`config.mk`:
```
export PLATFORM = sky130hd
export DESIGN_NAME = ec_result_fifo10_flat
export DESIGN_NICKNAME = d
export VERILOG_FILES = /design/src/rtl/ec_result_fifo10_if.sv /design/src/rtl/ec_result_fifo10.sv /design/src/flat_wrapper.sv
export SDC_FILE = /design/constraint.sdc
export NUM_CORES = 1
export LEC_CHECK = 0
export BUFFER_PORTS_ARGS = -buffer_cell sky130_fd_sc_hd__buf_2
export CAP_MARGIN = 30
export CELL_PAD_IN_SITES_DETAIL_PLACEMENT = 1
export CELL_PAD_IN_SITES_GLOBAL_PLACEMENT = 1
export CORE_ASPECT_RATIO = 1.75
export CORE_UTILIZATION = 40
export CTS_CLUSTER_SIZE = 12
export DETAILED_ROUTE_END_ITERATION = 8
export GPL_ROUTABILITY_DRIVEN = 1
export PLACE_DENSITY_LB_ADDON = 0.25
export REMOVE_ABC_BUFFERS = 1
export SLEW_MARGIN = 10
export SYNTH_ARGS = -nofsm -noshare
export SYNTH_HDL_FRONTEND = slang
export SYNTH_SLANG_ARGS = --single-unit
```
`constraint.sdc`:
```
create_clock -name clk -period 16.3 [get_ports clk]
set_input_delay 0.815 -clock clk [delete_from_list [all_inputs] [get_ports clk]]
set_output_delay 0.815 -clock clk [all_outputs]
set_load 0.05 [all_outputs]
```
`src/rtl/ec_result_fifo10_if.sv`:
```
// Producer/consumer bundle for the EC result FIFO: corrected word in, queued word out.
interface ec_result_fifo10_if #(
   parameter int DATA_WIDTH = 18
);
   logic                      in_valid;
   logic [10*DATA_WIDTH-1:0]  in_dig;
   logic [19:0]               in_err;
   logic                      in_cor_error;
   logic                      in_non_cor_error;
   logic                      in_mal_error;
   logic                      out_valid;
   logic                      out_ready;
   logic [10*DATA_WIDTH-1:0]  out_dig;
   logic [2:0]                out_status;

   modport master (
      output in_valid, in_dig, in_err, in_cor_error, in_non_cor_error, in_mal_error, out_ready,
      input  out_valid, out_dig, out_status
   );

   modport slave (
      input  in_valid, in_dig, in_err, in_cor_error, in_non_cor_error, in_mal_error, out_ready,
      output out_valid, out_dig, out_status
   );
endinterface

```
`src/rtl/ec_result_fifo10.sv`:
```
// Result FIFO behind the residue error-correction stage, with event counters and alarm FSM.
// Optional EC_DROP_UNCOR_EN: uncorrectable/malicious words are counted and alarmed but never queued.
module ec_result_fifo10 #(
   parameter int DATA_WIDTH = 18,
   parameter int DEPTH      = 4,
   parameter int CNT_WIDTH  = 16
) (
   input  logic                    clk,
   input  logic                    rst_n,
   ec_result_fifo10_if.slave       bus,
   output logic [$clog2(DEPTH):0]  level,
   output logic                    ovf,
   output logic [CNT_WIDTH-1:0]    cnt_cor,
   output logic [CNT_WIDTH-1:0]    cnt_noncor,
   output logic [CNT_WIDTH-1:0]    cnt_mal,
   input  logic                    clr_cnt,
   output logic                    err_irq,
   input  logic                    irq_ack
);
   localparam int PTR_W  = $clog2(DEPTH);
   localparam int LVL_W  = PTR_W + 1;
   localparam int DIG_W  = 10 * DATA_WIDTH;
   localparam int WORD_W = DIG_W + 3;

   localparam logic [0:0] IDLE  = 1'b0;
   localparam logic [0:0] ALARM = 1'b1;

   function automatic logic [CNT_WIDTH-1:0] sat_inc(input logic [CNT_WIDTH-1:0] c, input logic ev);
      return (ev && (c != '1)) ? c + CNT_WIDTH'(1) : c;
   endfunction

   logic [WORD_W-1:0] mem [DEPTH];
   logic [PTR_W-1:0]  wr_ptr, rd_ptr;
   logic              full, uncor, accept, wr_en, rd_en;
   logic              ev_cor, ev_noncor, ev_mal, trig;
   logic [0:0]        state, state_nxt;

   assign full   = (level == LVL_W'(DEPTH));
   assign uncor  = bus.in_non_cor_error | bus.in_mal_error;
`ifdef EC_DROP_UNCOR_EN
   assign accept = bus.in_valid & ~uncor;
`else
   assign accept = bus.in_valid;
`endif
   assign wr_en  = accept & ~full;
   assign rd_en  = bus.out_valid & bus.out_ready;

   // A nonzero per-digit code without the word-level cor flag is still a correction event.
   assign ev_cor    = bus.in_valid & (bus.in_cor_error | (|bus.in_err));
   assign ev_noncor = bus.in_valid & bus.in_non_cor_error;
   assign ev_mal    = bus.in_valid & bus.in_mal_error;
   assign trig      = bus.in_valid & uncor;

   assign bus.out_valid  = (level != '0);
   assign bus.out_dig    = bus.out_valid ? mem[rd_ptr][WORD_W-1:3] : '0;
   assign bus.out_status = bus.out_valid ? mem[rd_ptr][2:0] : '0;

   always_ff @(posedge clk) begin
      if (wr_en)
         mem[wr_ptr] <= {bus.in_dig, bus.in_mal_error, bus.in_non_cor_error, bus.in_cor_error};
   end

   always_ff @(posedge clk or negedge rst_n) begin
      if (!rst_n) begin
         wr_ptr <= '0;
         rd_ptr <= '0;
         level  <= '0;
      end else begin
         if (wr_en) wr_ptr <= wr_ptr + PTR_W'(1);
         if (rd_en) rd_ptr <= rd_ptr + PTR_W'(1);
         case ({wr_en, rd_en})
            2'b10:   level <= level + LVL_W'(1);
            2'b01:   level <= level - LVL_W'(1);
            default: level <= level;
         endcase
      end
   end

   // Full is judged on the current level, so a concurrent read never makes room for the incoming word.
   always_ff @(posedge clk or negedge rst_n) begin
      if (!rst_n) begin
         ovf        <= 1'b0;
         cnt_cor    <= '0;
         cnt_noncor <= '0;
         cnt_mal    <= '0;
      end else if (clr_cnt) begin
         ovf        <= 1'b0;
         cnt_cor    <= '0;
         cnt_noncor <= '0;
         cnt_mal    <= '0;
      end else begin
         if (accept && full) ovf <= 1'b1;
         cnt_cor    <= sat_inc(cnt_cor, ev_cor);
         cnt_noncor <= sat_inc(cnt_noncor, ev_noncor);
         cnt_mal    <= sat_inc(cnt_mal, ev_mal);
      end
   end

   always_comb begin
      state_nxt = state;
      case (state)
         IDLE:    if (trig) state_nxt = ALARM;
         ALARM:   if (irq_ack && !trig) state_nxt = IDLE;
         default: state_nxt = IDLE;
      endcase
   end

   always_ff @(posedge clk or negedge rst_n) begin
      if (!rst_n) state <= IDLE;
      else        state <= state_nxt;
   end

   assign err_irq = (state == ALARM);
endmodule
```
`src/flat_wrapper.sv`:
```
// flat-port wrapper written by rule: the top's interface ports become plain ports
module ec_result_fifo10_flat 
#(
   parameter int DATA_WIDTH = 18,
   parameter int DEPTH      = 4,
   parameter int CNT_WIDTH  = 16
)
  (clk, rst_n, level, ovf, cnt_cor, cnt_noncor, cnt_mal, clr_cnt, err_irq, irq_ack, bus_in_valid, bus_in_dig, bus_in_err, bus_in_cor_error, bus_in_non_cor_error, bus_in_mal_error, bus_out_ready, bus_out_valid, bus_out_dig, bus_out_status);
  ec_result_fifo10_if #(.DATA_WIDTH(DATA_WIDTH)) bus_i ();
  input  logic clk;
  input  logic rst_n;
  output logic [$clog2(DEPTH):0] level;
  output logic ovf;
  output logic [CNT_WIDTH-1:0] cnt_cor;
  output logic [CNT_WIDTH-1:0] cnt_noncor;
  output logic [CNT_WIDTH-1:0] cnt_mal;
  input  logic clr_cnt;
  output logic err_irq;
  input  logic irq_ack;
  input wire logic [$bits(bus_i.in_valid)-1:0] bus_in_valid;
  input wire logic [$bits(bus_i.in_dig)-1:0] bus_in_dig;
  input wire logic [$bits(bus_i.in_err)-1:0] bus_in_err;
  input wire logic [$bits(bus_i.in_cor_error)-1:0] bus_in_cor_error;
  input wire logic [$bits(bus_i.in_non_cor_error)-1:0] bus_in_non_cor_error;
  input wire logic [$bits(bus_i.in_mal_error)-1:0] bus_in_mal_error;
  input wire logic [$bits(bus_i.out_ready)-1:0] bus_out_ready;
  output wire logic [$bits(bus_i.out_valid)-1:0] bus_out_valid;
  output wire logic [$bits(bus_i.out_dig)-1:0] bus_out_dig;
  output wire logic [$bits(bus_i.out_status)-1:0] bus_out_status;
  assign bus_i.in_valid = bus_in_valid;
  assign bus_i.in_dig = bus_in_dig;
  assign bus_i.in_err = bus_in_err;
  assign bus_i.in_cor_error = bus_in_cor_error;
  assign bus_i.in_non_cor_error = bus_in_non_cor_error;
  assign bus_i.in_mal_error = bus_in_mal_error;
  assign bus_i.out_ready = bus_out_ready;
  assign bus_out_valid = bus_i.out_valid;
  assign bus_out_dig = bus_i.out_dig;
  assign bus_out_status = bus_i.out_status;
  ec_result_fifo10 #(.DATA_WIDTH(DATA_WIDTH), .DEPTH(DEPTH), .CNT_WIDTH(CNT_WIDTH)) u_core (.clk(clk), .rst_n(rst_n), .bus(bus_i), .level(level), .ovf(ovf), .cnt_cor(cnt_cor), .cnt_noncor(cnt_noncor), .cnt_mal(cnt_mal), .clr_cnt(clr_cnt), .err_irq(err_irq), .irq_ack(irq_ack));
endmodule
```
==> reports/metrics.json <==
{
  "syn_inst": 1490,
  "synthFlopType": "edfxtp_1",
  "via_count": 15770,
  "regArea_sq_mm": 0.02342,
  "setup_tns_ns": 0,
  "share_seq_of_total_power_pct": 36.2,
  "antenna_found_initial": 31,
  "cp.required_ns": 15.49,
  "worst_setup_hold_path_clk_slew_ns": 0.07,
  "hold_class": "input pin to async pin",
  "timing_limited_maximum_frequency_mhz": 213.3,
  "multi_input_comb_area_sq_mm": 0.006865,
  "pwr_density_cell_mw_per_mm2": 209.6,
  "rsz0062_at_grt": "no",
  "clk-insertion-delay-late_ns": 0.65,
  "clock_sink_count": 789,
  "floorplan.die.width_um": 211.2,
  "synth_sequential_area_ratio_pct": 76.44,
  "most_common_cell_after_layout_fill_and_taps_aside": "edfxtp_1",
  "critical_path_peak_fanout": 35,
  "dp_hpwl_um": 46820,
  "worst_ir_drop_vdd_v": 0.0001156,
  "status": "completed",
  "postSynth.asyncResetShare_pct": 7.224,
  "cts_post_setup_buffers_inserted": 0,
  "post_layout_instance_count_excluding_filler_cells": 3036,
  "timing.max_slew.rel_slack_pct": 38.88,
  "detail-route-antenna-nets": 0,
  "grt_pass1_vias": 17476,
  "share_clk_of_total_power_pct": 21.3,
  "layout-drive-gt1-share_pct": 37.95,
  "die-area_sq_mm": 0.07771,
  "num-nets-final": 2191,
  "net_switching_power_uw": 3126,
  "place_worst_setup_slack_ns": 11.83,
  "dpl-instance-area_sq_mm": 0.03418,
  "power.leakage_uw": 0.01272,
  "p_sw_share_pct": 40.94,
  "grt_pass1_wl_um": 108700,
  "effective_utilization_at_floorplan_pct": 40.62,
  "boundaryPins": 446,
  "layout.cells.most_common_list": "732 x edfxtp_1, 445 x buf_2, 187 x and2_1",
  "synthDistinctLibCells": 46,
  "timing.final.setup_violations": 0,
  "ys_seq_elements": 789,
  "finalHoldViolCount": 0,
  "number_of_design_rule_violations_left_by_the_first_detailed_router_iteration": 826,
  "postRouteWirelength_um": 72340,
  "cts.repair.resized": 0,
  "synthesis.area_sq_mm": 0.03062,
  "postCtsHoldBufs": 0,
  "drt_drc_violations_left": 0,
  "layout_worst_path_cycle_share_pct": 28.77,
  "timing.critical_path.from_type": "flop",
  "placementRows": 133,
  "internal_power_uw": 4509,
  "avgRoutedWirePerCell_um": 23.83,
  "final.setup.worst_slack_ns": 11.61,
  "flow.area_growth_from_synthesis_pct": 18.97,
  "tritoncts": "done",
  "yosysWarnings": 0,
  "grt_overflow_total": 0,
  "clock_buffer_count_from_cts": 78,
  "globalplace.congestion": 0.8095,
  "critPathCaptureType": "output port",
  "finish.instance_area_sq_mm": 0.03643,
  "total_track_usage_pct": 18.89,
  "slew_viol_final": 0,
  "fillCellCount": 7107,
  "placement.io_buffers": 445,
  "std_cell_core_area_sq_mm": 0.07538,
  "post-place-cells": 2904,
  "ctsLongestPathBuffers": 3,
  "combPwrFrac_pct": 42.5,
  "worst_ep_arrival_time_ns": 3.87,
  "clock_skew_ns": 0.01478,
  "via_cell_ratio": 5.194,
  "synth.avg_cell_area_sq_um": 20.55,
  "htree_levels": 3,
  "fp.dieH_um": 368.0,
  "worst-slew-pin-transition_ns": 0.9168,
  "drv.max_cap_violation_count": 0,
  "maximum_number_of_pins_on_one_net_before_global_route_repair": 73,
  "ctsRootBufferMaster": "clkbuf_16",
  "drt_pre_antenna_iters": 5,
  "critPathKind": "flop to output port",
  "synth_edf_count": 732,
  "min_period_ns": 4.689
}
-- per-layer routing --
metal	wire, um	track usage (%)	up-vias
met3	5681	6.286	139
met5	227	0	-
li1	-	-	6935
met4	1865	6.870	36
met1	26860	21.21	8173
met2	37710	33.08	487
-- path summary, 6_finish.rpt --
path                                        end  slack (ns)        startpoint  depth (start not counted)
hold reg to reg                      u_core.ovf        0.52        u_core.ovf                          2
hold / removal             u_core.cnt_noncor[7]        0.34             rst_n                          2
setup reg to reg             u_core.mem[3][175]       12.70   u_core.level[1]                          5
max in group asynchronous      u_core.rd_ptr[1]       15.35             rst_n                          2
setup / recovery               bus_out_dig[105]       11.61  u_core.rd_ptr[0]                          6
min in group clk                 u_core.err_irq        0.37           irq_ack                          2
-- cell usage after synthesis (2+ instances only) --
master     instances  area share [%]
and3_1             6            0.12
xnor2_1            6            0.17
nor4_1             8            0.16
nand3_1           15            0.25
mux2_2             2           0.074
nor2_1            41            0.50
o2111ai_1          3           0.086
nand4_1           14            0.29
buf_1              8           0.098
o21ai_0           14            0.23
ha_1               8            0.33
clkbuf_1          41            0.50
and2_1           191             3.9
and4_1             2           0.057
inv_1             14            0.17
nor3_1             5           0.082
or4_1             10            0.25
a31oi_1            4           0.082
o31ai_1            8            0.20
a21oi_1           15            0.25
nor2b_1            3           0.061
xor2_1            24            0.69
edfxtp_1         732              72
nand2_1           18            0.22
mux2i_1            2           0.065
o21ai_1            4           0.065
or3_1              8            0.16
dfrtp_1           57             4.7
o211ai_1           7            0.17
buf_2             22            0.36
mux4_2           183              13
-- metrics by stage --
stage / util [%] / hold WS [ns] / total power, uW
floorplan: - / 0.5194 / 5470
global placement: 45.10 / 0.4879 / 6048
detailed placement: 45.34 / 0.5212 / 6125
CTS: 48.27 / 0.3240 / 7762
global route: 48.32 / 0.3499 / 7960
finish: 48.33 / 0.3446 / 7634
-- kinds of logic (layout without fill, tap and decap cells) --
| logic type | count (synthesis) | in the layout | share of synthesized area (%) |
|---|---|---|---|
| adders and majority gates | 9 | 9 | 0.3923 |
| other | 0 | 8 | 0 |
| AOI/OAI and AO/OA | 59 | 59 | 1.189 |
| muxes | 188 | 188 | 13.65 |
| DFF | 789 | 789 | 76.44 |
| xor gates and xnor gates | 30 | 30 | 0.8580 |
| buffers and inverters | 87 | 613 | 1.193 |
| and+or+nand+nor | 328 | 328 | 6.284 |
-- layout make-up --
cell class / instances / share of cell area, %
diodes: 8 / 0.05495
clock buffers: 114 / 5.842
clock inverters: 9 / 0.2198
inverters: 14 / 0.1442
multi-input cells: 614 / 18.84
flip-flops and latches: 789 / 64.27
well taps: 1012 / 3.476
repair buffers: 476 / 7.150
-- state kept, by name, summed over array words and instances (netlist names) --
register / cells
u_core.err_irq: 1
u_core.cnt_cor: 16
u_core.cnt_mal: 16
u_core.wr_ptr: 2
u_core.ovf: 1
u_core.rd_ptr: 2
u_core.level: 3
u_core.cnt_noncor: 16
u_core.mem: 732
-- worst max-delay path, cell delays in order (launching register included) --
cell and delay, ns:
dfrtp_4 0.87, buf_4 0.42, buf_16 0.32, buf_4 0.58, mux4_2 0.59, and2_1 0.20
buf_2 0.22
-- power by group through the flow --
stage	clock network, uW	logic [uW]	registers [uW]
floorplan	0	2500	2970
finish	1620	3250	2760
CTS	1670	3320	2770
detailed placement	0	3310	2810
global route	1730	3430	2800
global placement	0	3260	2790
Power figures use the tool's default switching activity.
